$ cat src/rtl/img_match_sad.sv
// SAD template matcher: aligns camera pixels with the template lookup and accumulates |data - tpl| over a 256x256 window.
// Define IMG_MATCH_SAT_EN to saturate the accumulator instead of letting it wrap.
module img_match_sad #(
  parameter logic [12:0] WIN_X0     = 13'd0,
  parameter logic [12:0] WIN_Y0     = 13'd0,
  parameter int          LOOKUP_LAT = 3,
  parameter int          ACC_W      = 27,
  parameter logic [31:0] THRESH     = 32'd6553600
) (
  input  logic             iCLK,
  input  logic             iRST_N,
  input  logic             iFVAL,
  input  logic             iDVAL,
  input  logic [12:0]      iX,
  input  logic [12:0]      iY,
  input  logic [9:0]       iDATA,
  output logic [12:0]      oSRCH_X,
  output logic [12:0]      oSRCH_Y,
  input  logic [9:0]       iTPL,
  output logic [ACC_W-1:0] oSAD,
  output logic [16:0]      oCNT,
  output logic             oMATCH,
  output logic             oSAD_VALID,
  output logic             oBUSY
);

  typedef enum logic [1:0] {IDLE, ACCUM, DRAIN, REPORT} state_t;

  localparam logic [3:0] DRAIN_LAST = 4'(LOOKUP_LAT + 1);

  function automatic logic [9:0] abs_diff(input logic [9:0] a, input logic [9:0] b);
    logic signed [10:0] d;
    d = $signed({1'b0, a}) - $signed({1'b0, b});
    abs_diff = d[10] ? 10'(-d) : d[9:0];
  endfunction

  function automatic logic [ACC_W-1:0] acc_add(input logic [ACC_W-1:0] a, input logic [9:0] b);
    logic [ACC_W:0] s;
    s = {1'b0, a} + {{(ACC_W-9){1'b0}}, b};
`ifdef IMG_MATCH_SAT_EN
    acc_add = s[ACC_W] ? {ACC_W{1'b1}} : s[ACC_W-1:0];
`else
    acc_add = s[ACC_W-1:0];
`endif
  endfunction

  state_t                state, next_state;
  logic                  fval_q, rise, fall, start;
  logic [3:0]            drain_cnt;
  logic [12:0]           rel_x, rel_y;
  logic                  accept;
  logic                  vld_p0;
  logic [9:0]            data_p0;
  logic [LOOKUP_LAT-1:0] vld_p1;
  logic [9:0]            data_p1 [LOOKUP_LAT];
  logic                  vld_p2;
  logic [9:0]            diff_p2;
  logic [ACC_W-1:0]      acc;
  logic [16:0]           cnt;

  assign rise = iFVAL & ~fval_q;
  assign fall = ~iFVAL & fval_q;

  // fval_q resets high so a frame already in progress at reset release is skipped
  always_ff @(posedge iCLK or negedge iRST_N) begin
    if (!iRST_N) begin
      fval_q <= 1'b1;
      state  <= IDLE;
    end else begin
      fval_q <= iFVAL;
      state  <= next_state;
    end
  end

  always_comb begin
    next_state = state;
    start      = 1'b0;
    case (state)
      IDLE:    if (rise) begin
                 next_state = ACCUM;
                 start      = 1'b1;
               end
      ACCUM:   if (fall) next_state = DRAIN;
      DRAIN:   if (drain_cnt == DRAIN_LAST) next_state = REPORT;
      REPORT:  next_state = IDLE;
      default: next_state = IDLE;
    endcase
  end

  assign oBUSY = (state == ACCUM) || (state == DRAIN);

  always_ff @(posedge iCLK or negedge iRST_N) begin
    if (!iRST_N) drain_cnt <= 4'd0;
    else if (state != DRAIN) drain_cnt <= 4'd0;
    else drain_cnt <= drain_cnt + 4'd1;
  end

  // Stage 0: window test, search coordinates, data capture
  assign rel_x  = iX - WIN_X0;
  assign rel_y  = iY - WIN_Y0;
  assign accept = iDVAL && (iX >= WIN_X0) && (rel_x[12:8] == 5'd0) &&
                  (iY >= WIN_Y0) && (rel_y[12:8] == 5'd0) &&
                  ((state == ACCUM) || start);

  always_ff @(posedge iCLK or negedge iRST_N) begin
    if (!iRST_N) begin
      oSRCH_X <= '0;
      oSRCH_Y <= '0;
      vld_p0  <= 1'b0;
    end else begin
      oSRCH_X <= rel_x;
      oSRCH_Y <= rel_y;
      vld_p0  <= accept;
    end
  end

  always_ff @(posedge iCLK) data_p0 <= iDATA;

  // Stage 1: delay line matching the lookup latency
  always_ff @(posedge iCLK or negedge iRST_N) begin
    if (!iRST_N) vld_p1 <= '0;
    else begin
      vld_p1[0] <= vld_p0;
      for (int i = 1; i < LOOKUP_LAT; i++) vld_p1[i] <= vld_p1[i-1];
    end
  end

  always_ff @(posedge iCLK) begin
    data_p1[0] <= data_p0;
    for (int i = 1; i < LOOKUP_LAT; i++) data_p1[i] <= data_p1[i-1];
  end

  // Stage 2: absolute difference against the returned template value
  always_ff @(posedge iCLK or negedge iRST_N) begin
    if (!iRST_N) vld_p2 <= 1'b0;
    else vld_p2 <= vld_p1[LOOKUP_LAT-1];
  end

  always_ff @(posedge iCLK) begin
    if (vld_p1[LOOKUP_LAT-1]) diff_p2 <= abs_diff(data_p1[LOOKUP_LAT-1], iTPL);
  end

  // Stage 3: accumulate
  always_ff @(posedge iCLK or negedge iRST_N) begin
    if (!iRST_N) begin
      acc <= '0;
      cnt <= '0;
    end else if (start) begin
      acc <= '0;
      cnt <= '0;
    end else if (vld_p2 && oBUSY) begin
      acc <= acc_add(acc, diff_p2);
      cnt <= cnt + 17'd1;
    end
  end

  always_ff @(posedge iCLK or negedge iRST_N) begin
    if (!iRST_N) begin
      oSAD       <= '0;
      oCNT       <= '0;
      oMATCH     <= 1'b0;
      oSAD_VALID <= 1'b0;
    end else begin
      oSAD_VALID <= (state == REPORT);
      if (state == REPORT) begin
        oSAD   <= acc;
        oCNT   <= cnt;
        oMATCH <= (32'(acc) < THRESH);
      end
    end
  end

endmodule

$ cat config.mk
export PLATFORM = sky130hd
export DESIGN_NAME = img_match_sad
export DESIGN_NICKNAME = d
export VERILOG_FILES = /design/src/rtl/img_match_sad.sv
export SDC_FILE = /design/constraint.sdc
export NUM_CORES = 1
export LEC_CHECK = 0
export CAP_MARGIN = 5
export CORE_ASPECT_RATIO = 0.7
export CORE_MARGIN = 3
export CORE_UTILIZATION = 32
export CTS_CLUSTER_DIAMETER = 200
export DETAILED_ROUTE_END_ITERATION = 8
export GPL_TIMING_DRIVEN = 0
export MAX_ROUTING_LAYER = met4
export SLEW_MARGIN = 40
export SYNTH_ARGS = -nofsm -noshare
export SYNTH_HDL_FRONTEND = slang
export SYNTH_SLANG_ARGS = --single-unit
$ cat constraint.sdc
create_clock -name iCLK -period 4.2 [get_ports iCLK]
set_input_delay 1.05 -clock iCLK [delete_from_list [all_inputs] [get_ports iCLK]]
set_output_delay 1.05 -clock iCLK [all_outputs]
set_load 0.05 [all_outputs]
==> impl_metrics.py <==
metrics = {
    "clocking": {
        "cts-root-buf": "clkbuf_16",
        "cts_hold_buffers": 0,
        "cts_buffer_depth": 2,
        "clk_pin_slew_worst_paths_ns": 0.07,
        "numCtsBuffers": 17,
        "cts_max_level": 4,
        "cts_tree": "done",
        "post_cts_resized": 0,
        "insertion_delay_ns": 0.43,
        "cts_setup_buffers": 0,
        "clkSinkCount": 178,
    },
    "setup_path": {
        "crit_family": "buffers and inverters",
        "critical_path.max_stage_delay_ns": 0.40,
        "cp.arrival_ns": 3.40,
        "worstSetupPathType": "in -> reg",
        "cp_max_fo": 9,
        "r2r_slack_ns": 1.69,
        "crit_top_cell": "nand2b_1",
        "endpoint_kind": "flop",
        "cp.buffers_inverters": 2,
        "crit_chain": "clkdlybuf4s50_1 > ha_1 > fa_1 > nand2b_1 > a21oi_1 > o211a_1 > o21ai_1 > nand2b_1 > clkbuf_1 > a41oi_1 > xnor2_1",
        "crit_required_ns": 4.38,
        "timing.rr.start": "data_p1[0][20]",
        "crit_start": "iTPL[0]",
        "critPathLaunchType": "primary input",
        "slowest_stage": "clkdlybuf4s50_1",
    },
    "synthesis": {
        "ys_seq_area_frac": 0.6068,
        "synthTopCellsByArea": "dfrtp_1 (45%), dfxtp_1 (11%), mux2_2 (7.1%)",
        "ys_ff_latch": 178,
        "async_reset_ff_frac": 0.7191,
        "syn-cell-area_um2": 7096,
        "synth.largest_area_cell": "dfrtp_1",
        "synth-main-ff-cell": "dfrtp_1",
        "avgSynthCellArea_um2": 12.25,
        "synth.top_cell.area_share": 0.4479,
        "ys_types": 52,
        "yosys_warnings": 0,
        "synth-edff-count": 10,
        "synth_cells": 579,
        "synth_fp_nets": 659,
    },
    "finish": {
        "area.growth.synth_to_final_pct": 31.26,
        "drive_gt1_frac": 0.1279,
        "post-route-util": 0.4383,
        "fin_nets": 802,
        "n_antenna_cell": 0,
    },
    "placed_design": {
        "hpwl_um": 10120,
        "place.gp.congestion": 0.7628,
        "pre_cts_ws_ns": 0.5215,
        "portBuffers": 122,
    },
    "sta": {
        "max_freq_ghz": 0.3104,
        "fin_ws_ns": 0.9781,
        "drv_slew": 0,
        "setup_viol": 0,
        "finalHoldViolCount": 0,
        "rsz0062_at_grt": "false",
        "worst_pin_slew_ns": 0.6810,
        "finalCritPeriodShare": 0.7671,
        "finClkSkew_ns": 0.009045,
        "max_slew_margin": 0.5460,
        "period_minus_slack_ns": 3.222,
        "fin_setup_tns_ns": 0,
    },
    "global_routing": {
        "grt_pass1_wl_um": 23270,
        "grt_max_degree": 70,
        "overflow": 0,
        "antenna_found_initial": 0,
        "grtUsageTotal": 0.1278,
        "first_global_vias": 4553,
    },
    "floorplanning": {
        "die_x_um": 184.0,
        "placeableCoreArea_um2": 21250,
        "die_h_um": 130.6,
        "die_area_um2": 24030,
        "rows": 44,
        "initial_core_util": 0.3339,
        "ios": 123,
    },
    "power": {
        "cellPowerDensity_nw_per_um2": 659.5,
        "p_leak_uw": 0.004094,
        "vdd_drop_max_uv": 292.7,
        "power.total_uw": 6143,
    },
    "routing": {
        "drtAntennaViolNets": 0,
        "vias": 4559,
        "routedWlPerCell_um": 13.93,
        "drt-pass1-iter-count": 4,
        "drc": 0,
        "drtIter0Drc": 226,
        "wl_um": 14090,
        "via_per_inst": 4.509,
    },
    "status": {
        "status": "finished, final reports clean",
    },
    "worst_hold_path": {
        "min_path_type": "reg -> reg",
        "holdCritStartpoint": "data_p1[0][19]",
    },
    "job": {
        "drv_cap": 0,
    },
}
logic make-up after synthesis:
family / Yosys count / synth area share
simple gates: 162 / 0.1084
compound gates: 70 / 0.06771
buf+inv: 37 / 0.02028
mux: 45 / 0.07142
xor+xnor: 57 / 0.07036
fa+ha+maj: 30 / 0.05502
flops: 178 / 0.6068
worst paths after layout:
kind,cells after the start,to
worst max-delay path,11,diff_p2[9]
worst min-delay path,0,data_p1[0][29]
worst max register to register,11,diff_p2[9]
worst min register to register,0,data_p1[0][29]
max in group asynchronous,3,oSRCH_X[0]
min in group asynchronous,1,oSRCH_X[8]
Yosys cell counts, types with 3 or more instances:
cell / count
and2_1: 7
nor4_1: 5
nand2b_1: 9
o21ai_1: 4
edfxtp_1: 10
nand2_1: 32
nor3_1: 6
dfrtp_1: 127
ha_1: 28
dfxtp_1: 40
a21oi_1: 25
o21ai_0: 14
xor2_1: 30
a21o_1: 3
nand3_1: 27
nand4_1: 7
xnor2_1: 27
a21oi_2: 5
nor2_1: 55
inv_1: 20
and3_1: 4
mux2_2: 45
clkbuf_1: 15
layer usage:
layer / up-vias / wire (µm) / part of all wire / track usage
li1: 2274 / - / - / -
met1: 2139 / 7186 / 0.51 / 0.1797
met2: 127 / 5520 / 0.39 / 0.1684
met3: 19 / 1213 / 0.086 / 0.04815
met4: 0 / 167 / 0.012 / 0.04131
met5: - / 0 / 0 / -
cell usage in the layout, fill, tap and decap left out, types with 2 or more instances in the layout:
cell / n
nor2_1: 55
o21ai_0: 14
and2_1: 7
nand3_1: 27
xor2_1: 30
nor4_1: 5
o21ai_2: 2
clkbuf_1: 16
nand2_1: 32
ha_1: 28
a211oi_1: 2
clkbuf_16: 18
clkinvlp_4: 4
mux2_2: 45
nor2b_1: 2
dfxtp_1: 40
nand3b_1: 2
a21oi_2: 5
and3_1: 4
xnor2_1: 27
inv_6: 4
clkdlybuf4s50_1: 121
dfrtp_1: 127
nand4_1: 7
buf_16: 2
a21o_1: 3
a21oi_1: 25
inv_1: 20
o21ai_1: 3
nand2b_1: 9
nor3_1: 6
o21a_1: 2
edfxtp_1: 10
fa_1: 2
registers in the layout, indices dropped and copies added (netlist names), 2 cells and up:
signal,cells
oSRCH_X,13
drain_cnt,4
oCNT,17
oSRCH_Y,13
acc,27
oSAD,27
state,2
vld_p1,3
diff_p2,10
data_p0,10
data_p1,30
cnt,17
area by class of cell:
class | instances | area [µm²]
plain buffers | 17 | 68.82
clock buffers | 20 | 467.9
clock inverters | 12 | 120.1
fillers | 2003 | 11940
inverters | 20 | 75.07
multi-input cells | 364 | 2650
flip-flops and latches | 178 | 4305
well taps | 276 | 345.3
repair buffers | 124 | 1281
stage by stage:
step | instances | hold WS, ns | cell area, µm²
after global placement | 977 | 0.3097 | 8662
after global routing | 1011 | 0.3312 | 9314
final | 1011 | 0.3244 | 9314
after floorplan | 579 | 0.3096 | 7096
after detailed placement | 979 | 0.3121 | 8726
after CTS | 1011 | 0.3257 | 9314
report_power, final:
| part | switching (µW) | internal [µW] | total, µW | leakage (µW) |
|---|---|---|---|---|
| Sequential | 273 | 2090 | 2370 | 0.00212 |
| Clock | 691 | 879 | 1570 | 0.000277 |
| Combinational | 1350 | 853 | 2210 | 0.00170 |
| Total | 2320 | 3830 | 6140 | 0.00409 |
worst reg2reg max path, cell delays in order (launching register included):
cell,delay (ns)
dfxtp_1,0.31
inv_1,0.04
ha_1,0.20
fa_1,0.39
nand2b_1,0.18
a21oi_1,0.22
o211a_1,0.19
o21ai_1,0.07
nand2b_1,0.07
clkbuf_1,0.30
a41oi_1,0.11
xnor2_1,0.19
Power figures use the tool's default switching activity.
